## config.mk

```make
export PLATFORM = sky130hd
export DESIGN_NAME = mme_control_flat
export DESIGN_NICKNAME = d
export VERILOG_FILES = /design/src/rtl/mme_pkg.sv /design/src/rtl/mme_if.sv /design/src/rtl/mme_exp_sreg.sv /design/src/rtl/mme_control.sv /design/src/flat_wrapper.sv
export SDC_FILE = /design/constraint.sdc
export NUM_CORES = 1
export LEC_CHECK = 0
export BUFFER_PORTS_ARGS = -buffer_cell sky130_fd_sc_hd__buf_4
export CORE_MARGIN = 2
export CORE_UTILIZATION = 45
export CTS_BUF_LIST = sky130_fd_sc_hd__clkbuf_4 sky130_fd_sc_hd__clkbuf_8
export CTS_CLUSTER_SIZE = 16
export DETAILED_ROUTE_END_ITERATION = 6
export PLACE_DENSITY = 0.7
export SETUP_SLACK_MARGIN = 0.5
export SKIP_CTS_REPAIR_TIMING = 1
export SYNTH_ARGS = -nofsm -noshare
export SYNTH_HDL_FRONTEND = slang
export SYNTH_SLANG_ARGS = --single-unit
```

## constraint.sdc

```tcl
create_clock -name clk -period 3.15 [get_ports clk]
set_input_delay 0.63 -clock clk [delete_from_list [all_inputs] [get_ports clk]]
set_output_delay 0.63 -clock clk [all_outputs]
set_load 0.1 [all_outputs]
```

## src/rtl/mme_pkg.sv

```systemverilog
// mme_pkg
//   Shared constants for the modular-exponentiation sequencer (mme_control)
//   and the sequential Montgomery multiplier it drives.
//   - N_DEF / EXP_W_DEF : default operand and exponent widths (must match the MMM unit)
//   - ST_*              : 3-bit FSM state encoding used by mme_control
//   - SEL_*             : operand-select codes for the MMM operand registers
//   Build option MME_FROM_MONT_EN (see mme_control) uses ST_CONV_ISS/ST_CONV_WAIT/SEL_CONV.
package mme_pkg;

    localparam int N_DEF     = 32;
    localparam int EXP_W_DEF = 32;

    localparam logic [2:0] ST_IDLE      = 3'd0;
    localparam logic [2:0] ST_SQ_ISS    = 3'd1;
    localparam logic [2:0] ST_SQ_WAIT   = 3'd2;
    localparam logic [2:0] ST_MUL_ISS   = 3'd3;
    localparam logic [2:0] ST_MUL_WAIT  = 3'd4;
    localparam logic [2:0] ST_CONV_ISS  = 3'd5;
    localparam logic [2:0] ST_CONV_WAIT = 3'd6;
    localparam logic [2:0] ST_FIN       = 3'd7;

    localparam logic [1:0] SEL_SQ   = 2'd0;   // A = B = acc
    localparam logic [1:0] SEL_MUL  = 2'd1;   // A = acc, B = base
    localparam logic [1:0] SEL_CONV = 2'd2;   // A = acc, B = 1

endpackage

```

## src/rtl/mme_if.sv

```systemverilog
// mme_if
//   Handshake/operand bundle between the MME sequencer and the MMM unit.
//   mmm_start : 1-cycle launch pulse (sequencer -> MMM)
//   mmm_a/b   : operands, stable from the launch cycle until mmm_ready
//   mmm_res   : product, valid in the mmm_ready cycle (MMM -> sequencer)
//   mmm_ready : 1-cycle completion pulse
//   modport master = sequencer side, modport slave = MMM side.
interface mme_if #(
    parameter int N = 32
);
    logic         mmm_start;
    logic [N-1:0] mmm_a;
    logic [N-1:0] mmm_b;
    logic [N-1:0] mmm_res;
    logic         mmm_ready;

    modport master (
        output mmm_start, mmm_a, mmm_b,
        input  mmm_res, mmm_ready
    );

    modport slave (
        input  mmm_start, mmm_a, mmm_b,
        output mmm_res, mmm_ready
    );
endinterface

```

## src/rtl/mme_exp_sreg.sv

```systemverilog
// mme_exp_sreg
//   Exponent register and bit-index down-counter for the square-and-multiply walk.
//   clk, rn  : clock, async active-low reset
//   load     : capture e_in and set index to EXP_W-1
//   dec      : step the index down by one
//   e_in     : exponent to capture
//   bit_cur  : exponent bit at the current index
//   last     : index has reached zero (terminal count)
module mme_exp_sreg
    import mme_pkg::*;
#(
    parameter int EXP_W = EXP_W_DEF
) (
    input  logic             clk,
    input  logic             rn,
    input  logic             load,
    input  logic             dec,
    input  logic [EXP_W-1:0] e_in,
    output logic             bit_cur,
    output logic             last
);
    localparam int IW = (EXP_W > 1) ? $clog2(EXP_W) : 1;

    logic [EXP_W-1:0] e_q;
    logic [IW-1:0]    idx;

    always_ff @(posedge clk or negedge rn) begin
        if (!rn) begin
            e_q <= '0;
            idx <= '0;
        end else if (load) begin
            e_q <= e_in;
            idx <= IW'(EXP_W - 1);
        end else if (dec) begin
            idx <= idx - IW'(1);
        end
    end

    assign bit_cur = e_q[idx];
    assign last    = (idx == '0);
endmodule

```

## src/rtl/mme_control.sv

```systemverilog
// mme_control
//   Left-to-right square-and-multiply sequencer for modular exponentiation,
//   driving a sequential Montgomery multiplier through mme_if.master.
//   clk, rn           : clock, async active-low reset (shared with the MMM)
//   start             : request pulse, ignored while busy
//   e, x_mont, one_mont : exponent, base (Montgomery form), R mod M; captured on accepted start
//   mmm               : MMM launch/operand/result handshake
//   busy              : operation in progress (cycle after accepted start .. before done)
//   done              : 1-cycle completion pulse; result valid from here to the next start
//   result            : final accumulator
//   Build option MME_FROM_MONT_EN: append MMM(acc, 1) so result leaves the Montgomery domain.
//
//   state     | meaning
//   ----------+------------------------------------------------
//   IDLE      | waiting for start
//   SQ_ISS    | launch acc*acc
//   SQ_WAIT   | wait for square result
//   MUL_ISS   | launch acc*x (exponent bit set)
//   MUL_WAIT  | wait for multiply result
//   CONV_ISS  | launch acc*1 (MME_FROM_MONT_EN only)
//   CONV_WAIT | wait for conversion result (MME_FROM_MONT_EN only)
//   FIN       | done pulse, return to IDLE
module mme_control
    import mme_pkg::*;
#(
    parameter int N     = N_DEF,
    parameter int EXP_W = EXP_W_DEF
) (
    input  logic             clk,
    input  logic             rn,
    input  logic             start,
    input  logic [EXP_W-1:0] e,
    input  logic [N-1:0]     x_mont,
    input  logic [N-1:0]     one_mont,
    mme_if.master            mmm,
    output logic             busy,
    output logic             done,
    output logic [N-1:0]     result
);
`ifdef MME_FROM_MONT_EN
    localparam logic [2:0] ST_END = ST_CONV_ISS;
`else
    localparam logic [2:0] ST_END = ST_FIN;
`endif

    logic [2:0]   state, state_nx;
    logic [N-1:0] acc, acc_nx;
    logic [N-1:0] x_reg;
    logic [N-1:0] a_q, b_q;
    logic [N-1:0] result_q;
    logic         exp_load, exp_dec, exp_bit, exp_last;
    logic         op_load;
    logic [1:0]   op_sel;

    mme_exp_sreg #(.EXP_W(EXP_W)) u_exp (
        .clk     (clk),
        .rn      (rn),
        .load    (exp_load),
        .dec     (exp_dec),
        .e_in    (e),
        .bit_cur (exp_bit),
        .last    (exp_last)
    );

    always_ff @(posedge clk or negedge rn) begin
        if (!rn) state <= ST_IDLE;
        else     state <= state_nx;
    end

    always_comb begin
        state_nx = state;
        acc_nx   = acc;
        exp_load = 1'b0;
        exp_dec  = 1'b0;
        case (state)
            ST_IDLE: begin
                if (start) begin
                    state_nx = ST_SQ_ISS;
                    acc_nx   = one_mont;
                    exp_load = 1'b1;
                end
            end
            ST_SQ_ISS: state_nx = ST_SQ_WAIT;
            ST_SQ_WAIT: begin
                if (mmm.mmm_ready) begin
                    acc_nx = mmm.mmm_res;
                    if (exp_bit) begin
                        state_nx = ST_MUL_ISS;
                    end else if (exp_last) begin
                        state_nx = ST_END;
                    end else begin
                        exp_dec  = 1'b1;
                        state_nx = ST_SQ_ISS;
                    end
                end
            end
            ST_MUL_ISS: state_nx = ST_MUL_WAIT;
            ST_MUL_WAIT: begin
                if (mmm.mmm_ready) begin
                    acc_nx = mmm.mmm_res;
                    if (exp_last) begin
                        state_nx = ST_END;
                    end else begin
                        exp_dec  = 1'b1;
                        state_nx = ST_SQ_ISS;
                    end
                end
            end
`ifdef MME_FROM_MONT_EN
            ST_CONV_ISS: state_nx = ST_CONV_WAIT;
            ST_CONV_WAIT: begin
                if (mmm.mmm_ready) begin
                    acc_nx   = mmm.mmm_res;
                    state_nx = ST_FIN;
                end
            end
`endif
            ST_FIN:  state_nx = ST_IDLE;
            default: state_nx = ST_IDLE;
        endcase
    end

    always_comb begin
        mmm.mmm_start = (state == ST_SQ_ISS) || (state == ST_MUL_ISS) || (state == ST_CONV_ISS);
        busy          = (state != ST_IDLE) && (state != ST_FIN);
        done          = (state == ST_FIN);
    end

    // Operand registers are loaded on entry to an issue state so they are
    // already valid in the mmm_start cycle and hold until the next issue.
    always_comb begin
        op_load = 1'b1;
        op_sel  = SEL_SQ;
        case (state_nx)
            ST_SQ_ISS:   op_sel = SEL_SQ;
            ST_MUL_ISS:  op_sel = SEL_MUL;
            ST_CONV_ISS: op_sel = SEL_CONV;
            default:     op_load = 1'b0;
        endcase
    end

    always_ff @(posedge clk or negedge rn) begin
        if (!rn) begin
            acc      <= '0;
            x_reg    <= '0;
            a_q      <= '0;
            b_q      <= '0;
            result_q <= '0;
        end else begin
            acc <= acc_nx;
            if (state == ST_IDLE && start) x_reg <= x_mont;
            if (op_load) begin
                a_q <= acc_nx;
                case (op_sel)
                    SEL_MUL:  b_q <= x_reg;
                    SEL_CONV: b_q <= N'(1);
                    default:  b_q <= acc_nx;
                endcase
            end
            // Load on entry to FIN so result is already valid with done.
            if (state_nx == ST_FIN) result_q <= acc_nx;
        end
    end

    assign mmm.mmm_a = a_q;
    assign mmm.mmm_b = b_q;
    assign result    = result_q;
endmodule

```

## src/flat_wrapper.sv

```systemverilog
// flat-port wrapper written by rule: the top's interface ports become plain ports
module mme_control_flat import mme_pkg::*;
#(
    parameter int N     = N_DEF,
    parameter int EXP_W = EXP_W_DEF
)
  (clk, rn, start, e, x_mont, one_mont, busy, done, result, mmm_mmm_start, mmm_mmm_a, mmm_mmm_b, mmm_mmm_res, mmm_mmm_ready);
  mme_if #(.N(N)) mmm_i ();
  input  logic clk;
  input  logic rn;
  input  logic start;
  input  logic [EXP_W-1:0] e;
  input  logic [N-1:0] x_mont;
  input  logic [N-1:0] one_mont;
  output logic busy;
  output logic done;
  output logic [N-1:0] result;
  output wire logic [$bits(mmm_i.mmm_start)-1:0] mmm_mmm_start;
  output wire logic [$bits(mmm_i.mmm_a)-1:0] mmm_mmm_a;
  output wire logic [$bits(mmm_i.mmm_b)-1:0] mmm_mmm_b;
  input wire logic [$bits(mmm_i.mmm_res)-1:0] mmm_mmm_res;
  input wire logic [$bits(mmm_i.mmm_ready)-1:0] mmm_mmm_ready;
  assign mmm_mmm_start = mmm_i.mmm_start;
  assign mmm_mmm_a = mmm_i.mmm_a;
  assign mmm_mmm_b = mmm_i.mmm_b;
  assign mmm_i.mmm_res = mmm_mmm_res;
  assign mmm_i.mmm_ready = mmm_mmm_ready;
  mme_control #(.N(N), .EXP_W(EXP_W)) u_core (.clk(clk), .rn(rn), .start(start), .e(e), .x_mont(x_mont), .one_mont(one_mont), .mmm(mmm_i), .busy(busy), .done(done), .result(result));
endmodule
```

* After elaboration in Yosys (flattened, before gate mapping)
Index checks and enable logic that the tools add are counted.
** Storage, ports and cells
- Register bits after elaboration :: 200
- Input bits :: 132
- Output and inout bits :: 99
- Word-level logic and storage cells :: 56
** Operators by class
- Add/subtract/negate cells :: 1
- Order comparisons :: 1
- Eq/ne operators :: 13
- Muxes and demuxes :: 23
- Reductions and logical operators :: 10
** Operator list (count)
- 32-bit one-hot mux with 2 select lines :: 2
- 32-bit two-way mux :: 2
- 3-bit == test (second input constant) :: 5
- 3-bit two-way mux :: 5
- 3-bit one-hot mux with 5 select lines :: 1
- 5-bit two-way mux :: 2
- 3-bit by 2-bit == test with 1-bit output (second input constant) :: 3
- 1-bit two-way mux :: 8
- 3-bit by 1-bit == test with 1-bit output (second input constant) :: 2
- 5-bit by 6-bit less-than comparator with 1-bit output (second input constant) :: 1
- 1-bit binary-select mux with 5-bit select :: 1
- 5-bit logical NOT :: 1
- 5-bit by 1-bit subtractor with 5-bit output (second input constant) :: 1
- 2-bit one-hot mux with 2 select lines :: 1
- 3-bit logical NOT :: 1
- 3-bit inequality test (second input constant) :: 1
- 3-bit nonzero test :: 1
- 3-bit OR reduction :: 1
- 2-bit by 1-bit == test with 1-bit output (second input constant) :: 1
- 2-bit == test (second input constant) :: 1
- 1-bit logical AND :: 2
- 1-bit logical OR :: 2
- 1-bit one-hot mux with 2 select lines :: 1
- 2-bit nonzero test :: 1
- 2-bit OR reduction :: 1

* Logic depth before layout (Yosys ltp)
Gate-level depths: netlist of the first run.
- Depth after elaboration :: 9
- Gate-level depth with buffers :: 13
- Gate-level depth less buffers :: 9

* Modules after synthesis
Synthesis of the first run repeated with hierarchy kept, for this count alone.
** Second synthesis, totals
- Cell total of the unflattened synthesis :: 748
- Area total of the unflattened synthesis :: 9238.9 µm²
** By module, submodules not included
- mme_control :: times used 1, cells each 615, area an instance 7464.7 µm², sequential area each 4078.9 µm²
- mme_exp_sreg :: times used 1, cells each 133, area an instance 1774.2 µm², sequential area each 925.9 µm²

* Worst setup path before layout of the first run
Ideal clock, no wire load.
- Path kind :: reg-to-output
- From :: register u_core.state[0]
- To :: output mmm_mmm_start
- Arrival :: 3049 ps
- Data required time :: 2520 ps
- Slack :: -529 ps
- Stages on the path, launching flop included :: 4
- Path buffers :: 2
- Path through :: dfrtp_1 clkbuf_1 clkbuf_1 a21boi_0
** On the way
- Word-level cells in the longest chain between the ends :: 3
- Elaborated cells on any way between the ends :: 5
- Classes of those cells :: eq/ne: 3; reduce/logical: 2
** Ends and longest elaborated chain
- start: declaration :: RTL line mme_control.sv:46 : logic [2:0] state, state_nx;
- start signal: assignment :: RTL line mme_control.sv:67 : else state <= state_nx;
- 3-bit by 1-bit == test with 1-bit output / 3-bit by 2-bit == test with 1-bit output (equally long branches) :: RTL line mme_control.sv:124 : mmm.mmm_start = (state == ST_SQ_ISS) || (state == ST_MUL_ISS) || (state == ST_CONV_ISS);
- 1-bit logical OR :: RTL line mme_control.sv:124
- 1-bit logical OR * :: RTL line mme_control.sv:124
- end: declaration :: RTL line flat_wrapper.sv:18 : output wire logic [$bits(mmm_i.mmm_start)-1:0] mmm_mmm_start;
Every way passes the cells marked *; elsewhere a longest branch is shown, timed or not.

* Worst setup path in the final report of the first run
- From :: register u_core.u_exp.idx[1]
- To :: register u_core.result_q[15] (netlist: u_core.result[15])
** On the way
- Word-level cells in the longest chain between the ends :: 6
- Elaborated cells on any way between the ends :: 9
- Classes of those cells :: eq/ne: 1; mux: 7; reduce/logical: 1
** Ends and longest elaborated chain
- start: declaration :: RTL line mme_exp_sreg.sv:25 : logic [IW-1:0] idx;
- start signal: assignment :: RTL line mme_exp_sreg.sv:33 : idx <= IW'(EXP_W - 1);
- start signal: assignment :: RTL line mme_exp_sreg.sv:35 : idx <= idx - IW'(1);
- 1-bit binary-select mux with 5-bit select / 5-bit logical NOT (equally long branches) :: RTL line mme_exp_sreg.sv:39, mme_exp_sreg.sv:40
- 1-bit two-way mux (not written as such) / 3-bit two-way mux (equally long branches) :: RTL line mme_exp_sreg.sv:39, mme_control.sv:89, mme_control.sv:101
- 3-bit two-way mux :: RTL line mme_control.sv:87 : if (exp_bit) begin
- 3-bit two-way mux :: RTL line mme_control.sv:85 : if (mmm.mmm_ready) begin
- 3-bit one-hot mux with 5 select lines * :: RTL line mme_control.sv:75 : case (state)
- 3-bit == test * :: RTL line mme_control.sv:161 : if (state_nx == ST_FIN) result_q <= acc_nx;
- end signal: assignment :: RTL line mme_control.sv:161
- end: declaration :: RTL line mme_control.sv:50 : logic [N-1:0] result_q;
Every way passes the cells marked *; elsewhere a longest branch is shown, timed or not. The select of a mux whose other input is x is not followed.
A chain may end at the register's enable or synchronous reset.

==> results of run 1 <==
-- synth_stat cells, types with 3 or more instances --
library cell	number	share of area [%]
buf_2	10	0.58
nand2_1	296	13
mux2i_1	33	3.9
nor3_1	3	0.18
mux2_1	8	1.1
a21oi_1	6	0.35
nor2_1	10	0.44
mux2_2	33	4.3
o21ai_1	3	0.18
mux4_2	4	1.1
clkbuf_1	33	1.4
inv_1	7	0.31
xnor2_1	4	0.41
buf_6	5	0.66
mux2_4	30	5.3
dfrtp_1	200	58
nand2b_1	3	0.22
o21ai_0	33	1.9
a22oi_1	33	2.9
-- worst reg2reg max path, delay by kind of cell, from the launching register on --
family | cells | cell delay (ps)
AND/OR/NAND/NOR | 1 | 340
multiplexers | 2 | 620
flip-flops | 1 | 480
buffers and inverters | 1 | 220
AO/OA/AOI/OAI | 4 | 1260
-- power by group through the flow --
stage          Clock (mW)  Combinational (mW)  Sequential, mW
2_1_floorplan           0                2.85            6.74
3_3_place_gp            0                7.16            4.19
3_5_place_dp            0                7.29            4.21
4_1_cts              1.73                7.30            4.16
5_1_grt              1.81                8.58            4.29
6_report             1.67                8.13            4.17
-- how the worst max path moves through the flow --
stage                   startpoint                   end  slack [ps]
6_report       u_core.u_exp.idx[1]     u_core.result[15]         150
5_1_grt        u_core.u_exp.idx[1]  u_core.mmm.mmm_a[28]          20
4_1_cts        u_core.u_exp.idx[1]     u_core.result[31]          20
3_5_place_dp   u_core.u_exp.idx[1]     u_core.result[31]          20
3_3_place_gp   u_core.u_exp.idx[1]     u_core.result[31]         120
2_1_floorplan  u_core.u_exp.idx[1]     u_core.result[10]         430
-- cell type report --
type	count	area, um2	area share (%)
tap	234	293	2.52
sequential	200	5010	43.0
clock inverter	14	164	1.41
inverter	7	26.3	0.226
multi-input combinational	533	3450	29.7
clock buffer	18	241	2.08
timing repair buffer	286	2450	21.1
-- metal layers --
metal | vias to the layer above | GRT usage, % | share of wire, %
li1 | 3158 | - | -
met1 | 3267 | 29.2 | 44
met2 | 200 | 34.6 | 49
met3 | 19 | 4.14 | 5.6
met4 | 0 | 6.53 | 1.1
met5 | - | 0 | 0
-- logic make-up after synthesis --
logic type | share of synthesized area, %
simple gates | 15.1
mux | 15.5
fa+ha+maj | 0.292
buf+inv | 3.08
flops | 58.4
xor+xnor | 0.409
compound gates | 7.18
-- layout by cell type (no fill, tap or decap), types with 2 or more instances in the layout --
cell type,instances
dfrtp_2,2
a222oi_1,2
nand3_1,2
clkbuf_8,18
inv_1,7
buf_12,9
buf_4,260
clkbuf_16,9
a21boi_2,2
dfrtp_1,198
a22oi_1,33
nor2_1,7
o21ai_1,23
mux2_2,24
nor3b_1,2
o21ai_0,12
nor2_4,3
xnor2_1,4
ha_1,2
nor2b_1,2
clkinv_4,2
mux2i_1,30
a21oi_1,5
inv_8,4
nand2b_1,3
mux2i_2,3
nand2_1,296
inv_6,3
buf_6,7
nor3_1,3
mux2_1,6
or2_2,2
mux2_4,41
mux4_2,4
clkinv_8,2
a31oi_1,2
==> qor.txt, run 1 <==
Mapped Area -> 8570 um2
worst-path fanout max -> 9
Worst-Skew Late Latency -> 470 ps
Worst EP required -> 3520 ps
YS warnings -> 0
worst reg-to-reg path cell count -> 8
GRT Total Usage -> 21.3%
run status -> finished, final reports clean
Vias/cell -> 5.14
Levels on crit path -> 8
Max Slew Vio Count -> 0
port bufs -> 230
Netlist cell types -> 47
dpl cells -> 1227
crit path DAT -> 3370 ps
antenna cells -> 0
Area growth syn-to-layout -> 35.8%
reg2reg start -> u_core.u_exp.idx[1]
CP dominant cell by count -> mux2_4
pre-CTS setup slack -> 24.4 ps
number of global-route vias before repair -> 6266
crit share post-route -> 95.4%
Crit path max-delay family -> compound AO/OA/AOI/OAI gates
worst slew pin tran -> 672 ps
reg2reg end -> u_core.result[15]
Max-Cap Viols -> 0
Design Power -> 14.0 mW
CTS tree -> done
Sequential Power Share -> 29.9%
Core ar. -> 18700 um2
Slew HR -> 55.2%
kind of end point of the critical path -> flip-flop
drt first pass iters -> 4
filler cell count -> 1563
Critical-path top delay cell -> dfrtp_2
cts bufs inserted -> 17
Int Pwr -> 6.89 mW
WHS -> 147 ps
Buf/Inv on CP -> 1
Final Hold Fails -> 0
Initial Utilization -> 45.8%
Starting DRT DRC Count -> 378
RSZ-0062 raised after global routing -> yes
FF-to-FF setup slack -> 150 ps
worst min-delay path class -> input pin to asynchronous set/reset pin
GRT overflow -> 0
drt total wl -> 23300 um
Crit Path Category -> flip-flop to flip-flop
Syn Nets -> 924
fraction of the yosys area taken by sequential cells -> 58.4%
number of synthesized flops with an enable pin -> 0
DIE WIDTH -> 142 um
CTS sink count -> 200
via count -> 6644
I/O pin cnt -> 231
Tmin final -> 3000 ps
GP Congestion -> 0.779
Root Buffer -> clkbuf_8
Remaining DRCs -> 0
Worst path max stage delay -> 480 ps
detailed-route wire length per cell -> 18.0 um
Async S/R FF share, synth -> 100%
post-route ant nets -> 0
Yosys reg bits -> 200
Setup WS post-layout -> 146 ps
Synth Flop Type -> dfrtp_1
largest net degree at the start of global routing -> 62
crit-path cells -> mux2_4, a222oi_1, a22oi_1, o211a_4, or3_4, o32a_4, clkbuf_16, mux2_4
Comb pwr share -> 58.2%
# setup viols final -> 0
first-pass GRT wire length -> 33200 um
Util after Layout -> 62.2%
syn_area_per_cell -> 10.8 um2
Clock power frac -> 12.0%
fmax -> 0.333 GHz
Die Ht -> 142 um
Sw Pwr -> 7.09 mW
Syn Inst Count -> 790
pwr/cell area -> 1200 nW/um2
fin nets -> 1179
VDD IR-drop max -> 0.784 mV
share of cells above drive strength 1 -> 38.7%
Static Leak -> 6.24 nW
worst clock skew -> 15.1 ps
Reg clk slew, reported paths -> 110 ps
Bufs on Longest Clock Path -> 2
Setup crit start kind -> flip-flop
row count -> 50
switching share of power -> 50.7%
Die ar. -> 20200 um2
Post-Layout Cell Count -> 1292
Max H-tree Level -> 4
initial antenna violation count -> 0
placed cell areas -> 10700 um2
dpl hpwl -> 14600 um
post-route cell area -> 11600 um2
setup TNS -> 0 ps
No activity file was read; power rests on OpenSTA's default activity.
==> inputs of run 2 (changes only) <==
--- a/config.mk
+++ b/config.mk
@@ -5,6 +5,8 @@
 export SDC_FILE = /design/constraint.sdc
 export NUM_CORES = 1
 export LEC_CHECK = 0
+export ABC_AREA = 1
+export ABC_CLOCK_PERIOD_IN_PS = 3150
 export BUFFER_PORTS_ARGS = -buffer_cell sky130_fd_sc_hd__buf_4
 export CORE_MARGIN = 2
 export CORE_UTILIZATION = 45
==> qor.txt, run 2 <==
Synth Flop Type -> dfrtp_1
port bufs -> 230
kind of end point of the critical path -> flip-flop
detailed-route wire length per cell -> 16.6 um
largest net degree at the start of global routing -> 71
Worst EP required -> 3560 ps
Core ar. -> 19400 um2
Crit Path Category -> flip-flop to flip-flop
Max-Cap Viols -> 0
Setup crit start kind -> flip-flop
fmax -> 0.413 GHz
Root Buffer -> clkbuf_8
fraction of the yosys area taken by sequential cells -> 56.4%
commonest non-fill, non-tap cell in the layout -> nand2_1
Vias/cell -> 4.98
CTS sink count -> 200
most frequent cells after synthesis -> nand2_1, dfrtp_1, o21ai_0, inv_1, nand3_1
top post-synthesis cells by area -> dfrtp_1, nand2_1, o21ai_0, nand3_1, inv_1
worst-path fanout max -> 30
Critical-path top delay cell -> dfrtp_1
worst clock skew -> 11.6 ps
Bufs on Longest Clock Path -> 2
Slew HR -> 57.7%
Max Slew Vio Count -> 0
Reg clk slew, reported paths -> 100 ps
number of synthesized flops with an enable pin -> 0
# setup viols final -> 0
CTS tree -> done
worst min-delay path class -> input pin to asynchronous set/reset pin
worst reg-to-reg path cell count -> 11
Initial Utilization -> 45.8%
GP Congestion -> 0.898
dpl hpwl -> 18400 um
DIE WIDTH -> 144 um
crit path DAT -> 2830 ps
most common cell in the netlist -> nand2_1
Worst path max stage delay -> 460 ps
via count -> 7577
Syn Nets -> 1167
YS warnings -> 0
Async S/R FF share, synth -> 100%
Mapped Area -> 8880 um2
Remaining DRCs -> 0
number of global-route vias before repair -> 7176
syn_area_per_cell -> 8.59 um2
post-route ant nets -> 0
setup TNS -> 0 ps
drt total wl -> 25300 um
Die Ht -> 144 um
row count -> 51
Starting DRT DRC Count -> 594
run status -> finished, final reports clean
GRT overflow -> 0
I/O pin cnt -> 231
Netlist cell types -> 31
Yosys top cell area share -> 56.4%
RSZ-0062 raised after global routing -> no
most frequent cells in the layout -> nand2_1, buf_4, dfrtp_1, o21ai_0, inv_1
Worst-Skew Late Latency -> 470 ps
drt first pass iters -> 5
cts bufs inserted -> 17
filler cell count -> 1822
first-pass GRT wire length -> 39500 um
Final Hold Fails -> 0
share of cells above drive strength 1 -> 26.8%
worst slew pin tran -> 634 ps
crit share post-route -> 76.9%
cell taking the most area after synthesis -> dfrtp_1
crit-path cells -> inv_2, ha_1, nand3_1, nand2_1, a21oi_1, nand2_4, nor2_8, nand2_2, inv_4, nand2_1, nand3_1
fin nets -> 1377
GRT Total Usage -> 24.9%
Tmin final -> 2420 ps
initial antenna violation count -> 0
Area growth syn-to-layout -> 26.9%
Max H-tree Level -> 4
Yosys reg bits -> 200
Syn Inst Count -> 1033
Die ar. -> 20900 um2
## run 2: cell count changes in the layout (fill, tap and decap cells not counted), sizes merged, moves of 16 or more
cell   delta
a21oi    +33
a22o     +16
a22oi    -33
buf      -29
inv      +74
mux2     -53
mux2i    -33
nand2   +100
nand3    +85
o21ai    +67
## run 2: path summary, 6_finish.rpt
check                                          from              endpoint  slack (ps)
max in group asynchronous                        rn   u_core.mmm.mmm_a[6]        2200
worst max-delay path            u_core.u_exp.idx[1]   u_core.mmm.mmm_b[6]         730
worst min-delay path                             rn  u_core.mmm.mmm_a[25]         150
min in group clk                         x_mont[11]      u_core.x_reg[11]         350
worst max register to register  u_core.u_exp.idx[1]   u_core.mmm.mmm_b[6]         730
worst min register to register      u_core.x_reg[4]       u_core.x_reg[4]         490
## run 2: kinds of logic after synthesis
logic type	after synthesis	synth area share, %
buf+inv	141	6.77
mux	18	2.28
simple gates	508	24.1
flops	200	56.4
fa+ha+maj	2	0.282
compound gates	164	10.2
## run 2: area by class of cell
class                      count  area [um2]  share of cell area, %
antenna                        2        5.00                 0.0444
clock buffer                  19         249                   2.21
clock inverter                13         169                   1.50
inverter                      84         320                   2.84
multi-input combinational    692        3290                   29.2
sequential                   200        5000                   44.4
tap                          265         332                   2.94
timing repair buffer         248        1900                   16.8
## run 2: worst max-delay path: cells and delay by family, from the launching register on
family	cells	cell delay, ps
buffers and inverters	2	460
AOI/OAI and AO/OA	1	380
and+or+nand+nor	7	840
DFF	1	460
adders and majority gates	1	210
## run 2: metal layers
| metal | GRT usage (%) | part of all wire [%] | up-vias |
|---|---|---|---|
| met5 | 0 | 0 | - |
| met4 | 9.76 | 2.9 | 0 |
| met3 | 4.47 | 6.4 | 38 |
| met2 | 34.5 | 42 | 257 |
| met1 | 38.7 | 49 | 3563 |
| li1 | - | - | 3719 |
## run 2: through the flow
stage	instances	util, %	instance area (um2)	hold slack [ps]	worst slack, ps
detailed placement	1489	55.9	10800	467	567
global route	1521	58.1	11300	193	538
global placement	1489	55.9	10800	459	577
floorplan	1033	-	8880	334	627
CTS	1521	58.0	11300	175	630
finish	1523	58.1	11300	155	729
Power of run 2 is left out: the tool's default activity adds up to more than one toggle a clock period on the data nets, which glitch-free logic cannot reach.
==> inputs of run 3 (changes only) <==
--- a/config.mk
+++ b/config.mk
@@ -5,8 +5,8 @@
 export SDC_FILE = /design/constraint.sdc
 export NUM_CORES = 1
 export LEC_CHECK = 0
-export ABC_AREA = 1
-export ABC_CLOCK_PERIOD_IN_PS = 3150
+export ABC_AREA = 0
+export ABC_CLOCK_PERIOD_IN_PS = 2400
 export BUFFER_PORTS_ARGS = -buffer_cell sky130_fd_sc_hd__buf_4
 export CORE_MARGIN = 2
 export CORE_UTILIZATION = 45
==> constraint.sdc (replaced) <==
create_clock -name clk -period 2.4 [get_ports clk]
set_input_delay 0.48 -clock clk [delete_from_list [all_inputs] [get_ports clk]]
set_output_delay 0.48 -clock clk [all_outputs]
set_load 0.1 [all_outputs]
==> qor.txt, run 3 (synthesis results as in run 1) <==
Slew HR -> 56.9%
Setup crit start kind -> flip-flop
worst slew pin tran -> 646 ps
Worst-Skew Late Latency -> 470 ps
GP Congestion -> 0.828
Post-Layout Cell Count -> 1326
Max Slew Vio Count -> 0
failing checks -> setup timing
kind of end point of the critical path -> flip-flop
RSZ-0062 raised after global routing -> yes
Worst EP required -> 2770 ps
Bufs on Longest Clock Path -> 2
port bufs -> 230
largest net degree at the start of global routing -> 78
worst-path fanout max -> 8
Starting DRT DRC Count -> 306
Setup WS post-layout -> -492 ps
worst clock skew -> 15.1 ps
CP dominant cell by count -> buf_6
Max H-tree Level -> 4
number of global-route vias before repair -> 6463
Worst path max stage delay -> 480 ps
crit path DAT -> 3260 ps
initial antenna violation count -> 0
GRT Total Usage -> 21.9%
dpl hpwl -> 15500 um
GRT overflow -> 0
Die ar. -> 20200 um2
commonest non-fill, non-tap cell in the layout -> nand2_1
Tmin final -> 2890 ps
Util after Layout -> 65.2%
Static Leak -> 6.53 nW
worst reg-to-reg path cell count -> 11
CTS sink count -> 200
drt total wl -> 23900 um
via count -> 6716
VDD IR-drop max -> 1.16 mV
drt first pass iters -> 4
setup TNS -> -42490 ps
Final Hold Fails -> 0
cts bufs inserted -> 17
detailed-route wire length per cell -> 18.0 um
placed cell areas -> 11000 um2
worst min-delay path class -> input pin to asynchronous set/reset pin
antenna cells -> 0
Initial Utilization -> 45.8%
I/O pin cnt -> 231
Remaining DRCs -> 0
Crit Path Category -> flip-flop to flip-flop
pwr/cell area -> 1580 nW/um2
Critical-path top delay cell -> dfrtp_2
Root Buffer -> clkbuf_8
Max-Cap Viols -> 0
Die Ht -> 142 um
# setup viols final -> 102
CTS tree -> done
fmax -> 0.346 GHz
Core ar. -> 18700 um2
row count -> 50
dpl cells -> 1260
crit-path cells -> buf_4, mux2_4, a222oi_1, a22oi_1, o211a_4, buf_6, o31ai_4, buf_6, buf_12, buf_6, mux2_2
post-route ant nets -> 0
Reg clk slew, reported paths -> 110 ps
share of cells above drive strength 1 -> 43.4%
Area growth syn-to-layout -> 42.2%
crit share post-route -> 121%
run status -> finished with violations
post-route cell area -> 12200 um2
Vias/cell -> 5.06
most frequent cells in the layout -> nand2_1, buf_4, dfrtp_1, mux2_4, o21ai_1
fin nets -> 1214
DIE WIDTH -> 142 um
first-pass GRT wire length -> 34200 um
## run 3: changes by cell type in the layout (fill, tap and decap cells not counted), sizes merged, moves of 53 or more
cell	previous run	this run
buf	247	314
inv	88	13
mux2	18	71
nand2	396	296
nand3	87	2
o21ai	103	36
## run 3: report_power, final
part           switching (mW)  leakage [nW]  internal [mW]
sequential              0.759          2.51           4.72
clock                    1.21         0.179          0.770
combinational            7.59          3.84           4.25
## run 3: layer usage
layer / GRT usage [%] / wire length [um] / share of wire, %
met5: 0 / 0 / 0
met3: 3.47 / 894 / 3.7
met2: 35.4 / 12000 / 50
met4: 6.84 / 223 / 0.93
met1: 30.5 / 10800 / 45
## run 3: worst paths after layout
path                                       from                    to  slack [ps]
max reg2reg                 u_core.u_exp.idx[1]  u_core.mmm.mmm_a[16]        -490
min in group clk                           e[4]   u_core.u_exp.e_q[4]         190
min                                          rn  u_core.u_exp.e_q[17]          30
max                         u_core.u_exp.idx[1]  u_core.mmm.mmm_a[16]        -490
min reg2reg                u_core.u_exp.e_q[27]  u_core.u_exp.e_q[27]         480
max in group asynchronous                    rn     u_core.result[14]        1670
## run 3: cell type report
type | count | area [um2]
fillers | 1513 | 6520
flip-flops and latches | 200 | 5010
multi-input cells | 533 | 3670
repair buffers | 321 | 2840
well taps | 234 | 293
clock buffers | 19 | 255
clock inverters | 12 | 93.8
inverters | 7 | 26.3
## run 3: stage by stage
step / worst slack, ps / power (mW) / hold WS (ps)
after global placement: -436 / 15.3 / 456
after global routing: -549 / 20.3 / 49.9
after detailed placement: -457 / 15.5 / 459
after CTS: -490 / 17.5 / 42.0
after floorplan: -316 / 12.7 / 184
final: -492 / 19.3 / 30.6
## run 3: worst max-delay path: cells and delay by family (launching register included)
kind | cells | cell delay [ps]
AOI/OAI and AO/OA | 4 | 950
buffers and inverters | 5 | 740
muxes | 2 | 630
DFF | 1 | 480
